File: config.mk
export PLATFORM = sky130hd
export DESIGN_NAME = mux_4to1_scan_ctrl
export DESIGN_NICKNAME = d
export VERILOG_FILES = /design/src/rtl/mux_4to1_scan_ctrl.sv
export SDC_FILE = /design/constraint.sdc
export NUM_CORES = 1
export LEC_CHECK = 0
export ABC_CLOCK_PERIOD_IN_PS = 1500
export CAP_MARGIN = 40
export CORE_UTILIZATION = 54
export DETAILED_ROUTE_END_ITERATION = 10
export DONT_BUFFER_PORTS = 1
export PLACE_DENSITY_LB_ADDON = 0.12
export SLEW_MARGIN = 30
export SYNTH_ARGS = -nofsm -noshare
export SYNTH_HDL_FRONTEND = slang
export SYNTH_SLANG_ARGS = --single-unit
File: constraint.sdc
create_clock -name clk -period 1.5 [get_ports clk]
set_clock_uncertainty 0.2 [all_clocks]
set_input_delay 0.15 -clock clk [delete_from_list [all_inputs] [get_ports clk]]
set_output_delay 0.15 -clock clk [all_outputs]
set_load 0.02 [all_outputs]
File: src/rtl/mux_4to1_scan_ctrl.sv
// rtl/mux_4to1_scan_ctrl.sv - round-robin scan sequencer for a 4:1 tri-state mux
// Optional HOLD timeout with drop pulse is enabled by defining SCAN_TIMEOUT_EN.
module mux_4to1_scan_ctrl #(
  parameter int SETTLE  = 2,
  parameter int TIMEOUT = 16
) (
  input  logic       clk,
  input  logic       rst_n,
  input  logic       en,
  input  logic [3:0] req,
  input  logic       y,
  output logic [1:0] s,
  output logic [3:0] gnt,
  output logic       dout,
  output logic [1:0] dout_ch,
  output logic       dout_valid,
  input  logic       dout_ready,
  output logic       busy,
  output logic       drop
);

  if (SETTLE < 1 || SETTLE > 15) begin : g_bad_settle
    $error("SETTLE must be in 1..15");
  end
  if (TIMEOUT < 1 || TIMEOUT > 255) begin : g_bad_timeout
    $error("TIMEOUT must be in 1..255");
  end

  typedef enum logic [1:0] {
    ST_IDLE   = 2'd0,
    ST_SETTLE = 2'd1,
    ST_HOLD   = 2'd2
  } state_t;

  localparam logic [3:0] SETTLE_LAST = 4'(SETTLE - 1);

  state_t     state;
  logic [1:0] ptr;
  logic [3:0] settle_cnt;
  logic [1:0] pick;
  logic       pick_ok;

  // Search ptr+1, ptr+2, ptr+3, ptr; iterating downward lets the nearest hit win.
  always_comb begin
    pick    = ptr + 2'd1;
    pick_ok = 1'b0;
    for (int k = 4; k >= 1; k--) begin
      if (req[ptr + 2'(k)]) begin
        pick    = ptr + 2'(k);
        pick_ok = 1'b1;
      end
    end
  end

`ifdef SCAN_TIMEOUT_EN
  localparam logic [7:0] TIMEOUT_LAST = 8'(TIMEOUT - 1);
  logic [7:0] stall_cnt;
`else
  assign drop = 1'b0;
`endif

  always_ff @(posedge clk or negedge rst_n) begin
    if (!rst_n) begin
      state      <= ST_IDLE;
      ptr        <= 2'd3;
      settle_cnt <= 4'd0;
      s          <= 2'd0;
      gnt        <= 4'd0;
      dout       <= 1'b0;
      dout_ch    <= 2'd0;
      dout_valid <= 1'b0;
      busy       <= 1'b0;
`ifdef SCAN_TIMEOUT_EN
      stall_cnt  <= 8'd0;
      drop       <= 1'b0;
`endif
    end else begin
`ifdef SCAN_TIMEOUT_EN
      drop <= 1'b0;
`endif
      case (state)
        ST_IDLE: begin
          if (en && pick_ok) begin
            s          <= pick;
            gnt        <= 4'b0001 << pick;
            settle_cnt <= 4'd0;
            state      <= ST_SETTLE;
            busy       <= 1'b1;
          end
        end
        ST_SETTLE: begin
          // s holds the serviced channel for the whole transaction.
          if (settle_cnt == SETTLE_LAST) begin
            dout       <= y;
            dout_ch    <= s;
            dout_valid <= 1'b1;
            state      <= ST_HOLD;
`ifdef SCAN_TIMEOUT_EN
            stall_cnt  <= 8'd0;
`endif
          end else begin
            settle_cnt <= settle_cnt + 4'd1;
          end
        end
        ST_HOLD: begin
          if (dout_ready) begin
            dout_valid <= 1'b0;
            gnt        <= 4'd0;
            ptr        <= s;
            state      <= ST_IDLE;
            busy       <= 1'b0;
          end
`ifdef SCAN_TIMEOUT_EN
          else if (stall_cnt == TIMEOUT_LAST) begin
            dout_valid <= 1'b0;
            gnt        <= 4'd0;
            ptr        <= s;
            state      <= ST_IDLE;
            busy       <= 1'b0;
            drop       <= 1'b1;
          end else begin
            stall_cnt <= stall_cnt + 8'd1;
          end
`endif
        end
        default: begin
          state <= ST_IDLE;
          busy  <= 1'b0;
        end
      endcase
    end
  end

endmodule

==> flow_summary.toml, run 1 <==
[run_status]
outcome = "finished with violations"
failed_checks = "negative hold slack, negative setup slack"

[power]
power_density_nw_per_um2 = 2050
p_comb_share_pct = 48.3
internal-power_mw = 1.54
power_mw = 2.67
power_frac_seq_pct = 42.0
pwr-share-clk_pct = 9.8
leakagePower_nw = 0.587
switching_power_mw = 1.13
ir_worst_vdd_uv = 1460
swShare_pct = 42.3

[clock_network]
cts_made_buffers = 3
clk_path_buf_depth = 2
tritoncts = "done"
cts_root_buf = "clkbuf_4"
cts.sinks = 19
clock_latency_ns = 0.30
postCtsHoldBufs = 4
h-tree-depth = 1
clk_pin_slew_ns = 0.11

[timing]
fin_crit_ns = 1.68
maxSlewViolCount = 0
max_freq_mhz = 596
timing.final.ws_setup_ns = -0.178
finalSetupViolations = 10
rsz0062_at_grt = "yes"
finalCritPeriodShare_pct = 112
hold_violations = 11
fin_hold_ws_ns = -0.143

[route]
num_vias = 847
drt.antenna.violating_nets = 0
drt_iter0_drc = 19
avgRoutedWirePerCell_um = 16.0
totalWireLength_um = 2230
via_per_inst = 6.09
dr.pass1.iters = 4
drc = 0

[finish]
layout.nets = 126
fillCellCount = 136
seq_area_um2 = 478
drive_gt1_share_pct = 43.0
multi_input_area_um2 = 573
antenna_cells = 0
final_area_um2 = 1300
area_growth_pct = 31.6

[placement]
dpl.hpwl_um = 1430
place_congestion = 0.769
placed_area_um2 = 1090
port_buffers = 0

[die]
fp.dieH_um = 44.8
die_w_um = 44.8
start_util_pct = 57.4
core_area_um2 = 1730
die-area_um2 = 2010
io_pins = 21
placementRows = 15

[worst_setup_path]
reg2reg_depth = 4
required_ns = 1.51
cpPeakStageDelay_ns = 0.58
path_common_cell = "o31ai_1"
r2r_start = "ptr[0]"
crit_chain = "nor2b_1 > o31ai_1 > a221o_1 > o31ai_1"
endpoint_kind = "register"
critical_path_arrival_ns = 1.69
path_class = "register to register"
critPathMaxFanout = 5
cpMaxStageDelayCell = "dfstp_2"
rrSetupSlack_ns = -0.18
reg2reg_to = "gnt[0]"
start_kind = "register"

[min_path]
hold_end = "state[0]"
hp-start = "en"
hp-class = "primary input to register"
hold_depth = 2

[synthesis]
syn_inst = 93
synth_warnings = 0
synth_fp_nets = 104
synth_top_area_cell = "dfrtp_1"
ys_ff_latch = 19
async_reset_ff_share_pct = 100
yosysMostFrequentCell = "dfrtp_1"
seq_area_frac_synth_pct = 48.2
synthesis.area_um2 = 991
avgSynthCellArea_um2 = 10.7
synthFlopType = "dfrtp_1"
synth_top_area_share_pct = 42.9
synth_edf_count = 0
netlist_top_cells_count = "dfrtp_1 (17), nand2_1 (9)"
ys_types = 32
synth_area_leaders = "dfrtp_1 (43%), mux2_2 (5.7%), dfstp_2 (5.3%)"

[global_route]
grt_use_total_pct = 22.6
grt_pass1_wl_um = 3260
grt_pass1_vias = 712
overflow = 0
antenna_found_initial = 0
grt_max_degree = 20

[flow_run]
drv_cap = 0
-- power groups by stage --
stage / combinational (mW) / sequential (mW) / clock, mW
after floorplan: 0.674 / 1.07 / 0
after CTS: 1.11 / 1.11 / 0.260
after global routing: 1.38 / 1.16 / 0.290
after detailed placement: 0.929 / 1.12 / 0
after global placement: 0.882 / 1.11 / 0
final: 1.29 / 1.12 / 0.260
-- sequential cells by signal, summed over array words and instances (netlist names) --
signal	cells
gnt	4
settle_cnt	4
dout_ch	2
ptr	2
s	2
state	2
busy	1
dout	1
dout_valid	1
-- how the worst max path moves through the flow --
stage	from	endpoint	slack, ns	cells past startpoint
final	ptr[0]	gnt[0]	-0.18	4
after floorplan	ptr[1]	gnt[1]	-0.06	5
after CTS	ptr[0]	gnt[2]	-0.14	4
after detailed placement	ptr[0]	s[0]	-0.15	5
after global placement	ptr[0]	gnt[0]	-0.1	4
after global routing	ptr[0]	gnt[0]	-0.22	4
-- per-layer routing --
metal	global-route usage [%]	share of wire, %	vias to the layer above	routed length, um
li1	-	-	383	-
met1	30.8	42	419	941
met2	37.1	48	41	1070
met3	4.80	8.0	4	177
met4	5.45	1.4	0	32
met5	0	0	-	0
-- final cells by class --
class	count	share of cell area, %
Clock buffer	3	1.73
Clock inverter	1	0.384
Inverter	5	1.44
Multi-Input combinational cell	65	44.0
Sequential cell	19	36.7
Tap cell	25	2.40
Timing Repair Buffer	21	13.4
-- cells by family after synthesis --
kind of cell | Yosys count | synth area share (%)
other cells | 1 | 0.378
compound gates | 24 | 16.8
fa+ha+maj | 2 | 2.52
xor+xnor | 1 | 0.884
mux | 5 | 5.68
buf+inv | 9 | 4.80
flops | 19 | 48.2
simple gates | 32 | 20.7
-- metrics by stage --
stage          worst slack (ns)  hold WS [ns]  setup TNS, ns  instances  utilization (%)
2_1_floorplan           -0.0595        -0.346         -0.257         93                -
3_3_place_gp            -0.0982        -0.345         -0.615        125             63.4
3_5_place_dp             -0.151        -0.345          -1.34        125             63.4
4_1_cts                  -0.142        -0.145         -0.854        137             71.3
5_1_grt                  -0.220        -0.158          -1.64        139             75.5
6_report                 -0.178        -0.143          -1.06        139             75.5
-- critical path: cells and delay by family, from the launching register on --
family	cells	cell delay (ns)
compound gates	3	0.66
flops	1	0.58
simple gates	1	0.15
-- repair_timing --
item / 4_1_cts / 5_1_grt
pin swaps: 7 / 6
resized for setup: 7 / 10
endpoints found under the setup margin: 13 / 13
hold endpoints to repair: 35 / 6
setup buffers: 4 / 1
-- cell usage in the layout (no fill, tap or decap), types with 2 or more instances in the layout --
cell type / Yosys / final
nand2_1: 9 / 8
dlygate4sd3_1: 0 / 4
o21bai_1: 2 / 2
o21ai_1: 4 / 3
nand3_1: 5 / 4
clkbuf_4: 0 / 3
o31ai_1: 5 / 3
nand3b_4: 2 / 2
o21ai_2: 0 / 2
dfrtp_1: 17 / 17
nand4_1: 2 / 2
buf_4: 1 / 15
nor2_1: 3 / 2
buf_6: 1 / 2
nor2b_1: 3 / 3
mux2_2: 5 / 5
dfstp_2: 2 / 2
inv_1: 5 / 4
a221o_1: 2 / 2
No activity file was read; power rests on OpenSTA's default activity.
==> run 2, diff against run 1 <==
Settings changed: ABC_CLOCK_PERIOD_IN_PS 1500 to not set, CELL_PAD_IN_SITES_DETAIL_PLACEMENT set to 1, CELL_PAD_IN_SITES_GLOBAL_PLACEMENT set to 1, CORE_ASPECT_RATIO set to 1.5, CORE_UTILIZATION 54 to 42.
==> flow_summary.toml, run 2 (same netlist as run 1, synthesis figures left out) <==
[route]
drt.antenna.violating_nets = 0
via_per_inst = 5.84
drt_iter0_drc = 5
dr.pass1.iters = 2
totalWireLength_um = 2530
avgRoutedWirePerCell_um = 18.8
drc = 0
num_vias = 788

[global_route]
grt_use_total_pct = 21.0
grt_max_degree = 20
grt_pass1_vias = 843
grt_pass1_wl_um = 3910
overflow = 0
antenna_found_initial = 0

[finish]
final_area_um2 = 1300
fillCellCount = 236
area_growth_pct = 31.6
post-route-util_pct = 58.4
seq_area_um2 = 479
largest_registers = "gnt: 4 flops, settle_cnt: 4 flops"
layout.nets = 124
layout_common_cells = "dfrtp_1 (16), buf_4 (13), nand2_1 (8)"
layout.cells.non_filler = 135
multi_input_area_um2 = 593
drive_gt1_share_pct = 47.3
antenna_cells = 0
layout_commonest_cell = "dfrtp_1"

[power]
ir_worst_vdd_uv = 1280
leakagePower_nw = 0.576
power_mw = 2.66
power_density_nw_per_um2 = 2040

[min_path]
hp-class = "primary input to register"
hp-start = "en"

[timing]
tns_ns = -1.16
fin_crit_ns = 1.68
fin_hold_ws_ns = -0.145
max_freq_mhz = 594
finalCritPeriodShare_pct = 112
rsz0062_at_grt = "yes"
finalSetupViolations = 9
hold_violations = 12
maxSlewViolCount = 0
timing.final.ws_setup_ns = -0.184

[clock_network]
cts_root_buf = "clkbuf_4"
clock_latency_ns = 0.30
cts.sinks = 19
clk_pin_slew_ns = 0.11
h-tree-depth = 1
tritoncts = "done"
cts_made_buffers = 3
clk_path_buf_depth = 2

[worst_setup_path]
crit_chain = "nand2b_4 > a31oi_4 > a221o_1 > o31ai_2"
startpoint = "ptr[1]"
cpPeakStageDelay_ns = 0.64
endpoint_kind = "register"
rrSetupSlack_ns = -0.18
critical_path_arrival_ns = 1.70
critPathMaxFanout = 7
start_kind = "register"
r2r_start = "ptr[1]"
required_ns = 1.52
path_class = "register to register"
cpMaxStageDelayCell = "dfstp_2"

[placement]
placed_area_um2 = 1090
dpl.hpwl_um = 1860
port_buffers = 0
place_inst = 123
dpl_worst_slack_ns = -0.203
place_congestion = 0.748

[die]
core_area_um2 = 2230
die-area_um2 = 2560
die_w_um = 41.7
start_util_pct = 44.4
io_pins = 21
fp.dieH_um = 61.5
placementRows = 21

[flow_run]
drv_cap = 0

[run_status]
failed_checks = "negative hold slack, negative setup slack"
outcome = "finished with violations"
## run 2: worst paths after layout
| kind | end | cells after the start |
|---|---|---|
| max | gnt[1] | 4 |
| min | state[0] | 2 |
| max reg2reg | gnt[1] | 4 |
| min reg2reg | settle_cnt[3] | 2 |
| max in group asynchronous | ptr[1] | 2 |
| min in group asynchronous | gnt[1] | 2 |
## run 2: critical path: cells and delay by family, from the launching register on
kind,cells,cell delay [ns]
compound gates,3,0.59
simple gates,1,0.17
flops,1,0.64
## run 2: cell type report
type                            instances  area share (%)
Timing Repair Buffer                   19            11.8
Clock inverter                          1           0.576
Sequential cell                        19            36.8
Multi-Input combinational cell         65            45.5
Inverter                                5            1.44
Tap cell                               23            2.21
Clock buffer                            3            1.73
## run 2: where the power goes
group | leakage (nW) | internal [mW] | switching, mW
sequential | 0.231 | 0.748 | 0.411
clock | 0.0139 | 0.101 | 0.168
combinational | 0.332 | 0.675 | 0.552
total | 0.576 | 1.52 | 1.13
## run 2: what timing repair did
action | in CTS | in global routing
setup buffers | 2 | 1
hold endpoints to repair | 36 | 30
resized for setup | 10 | 12
hold buffers | 4 | 1
pin swaps | 4 | 1
endpoints found under the setup margin | 13 | 13
## run 2: layer usage
| layer | vias to the layer above | GRT usage (%) | share of wire [%] |
|---|---|---|---|
| met1 | 399 | 19.4 | 35 |
| met3 | 4 | 2.93 | 2.5 |
| met2 | 14 | 44.0 | 61 |
| li1 | 371 | - | - |
| met4 | 0 | 11.1 | 1.7 |
| met5 | - | 0 | 0 |
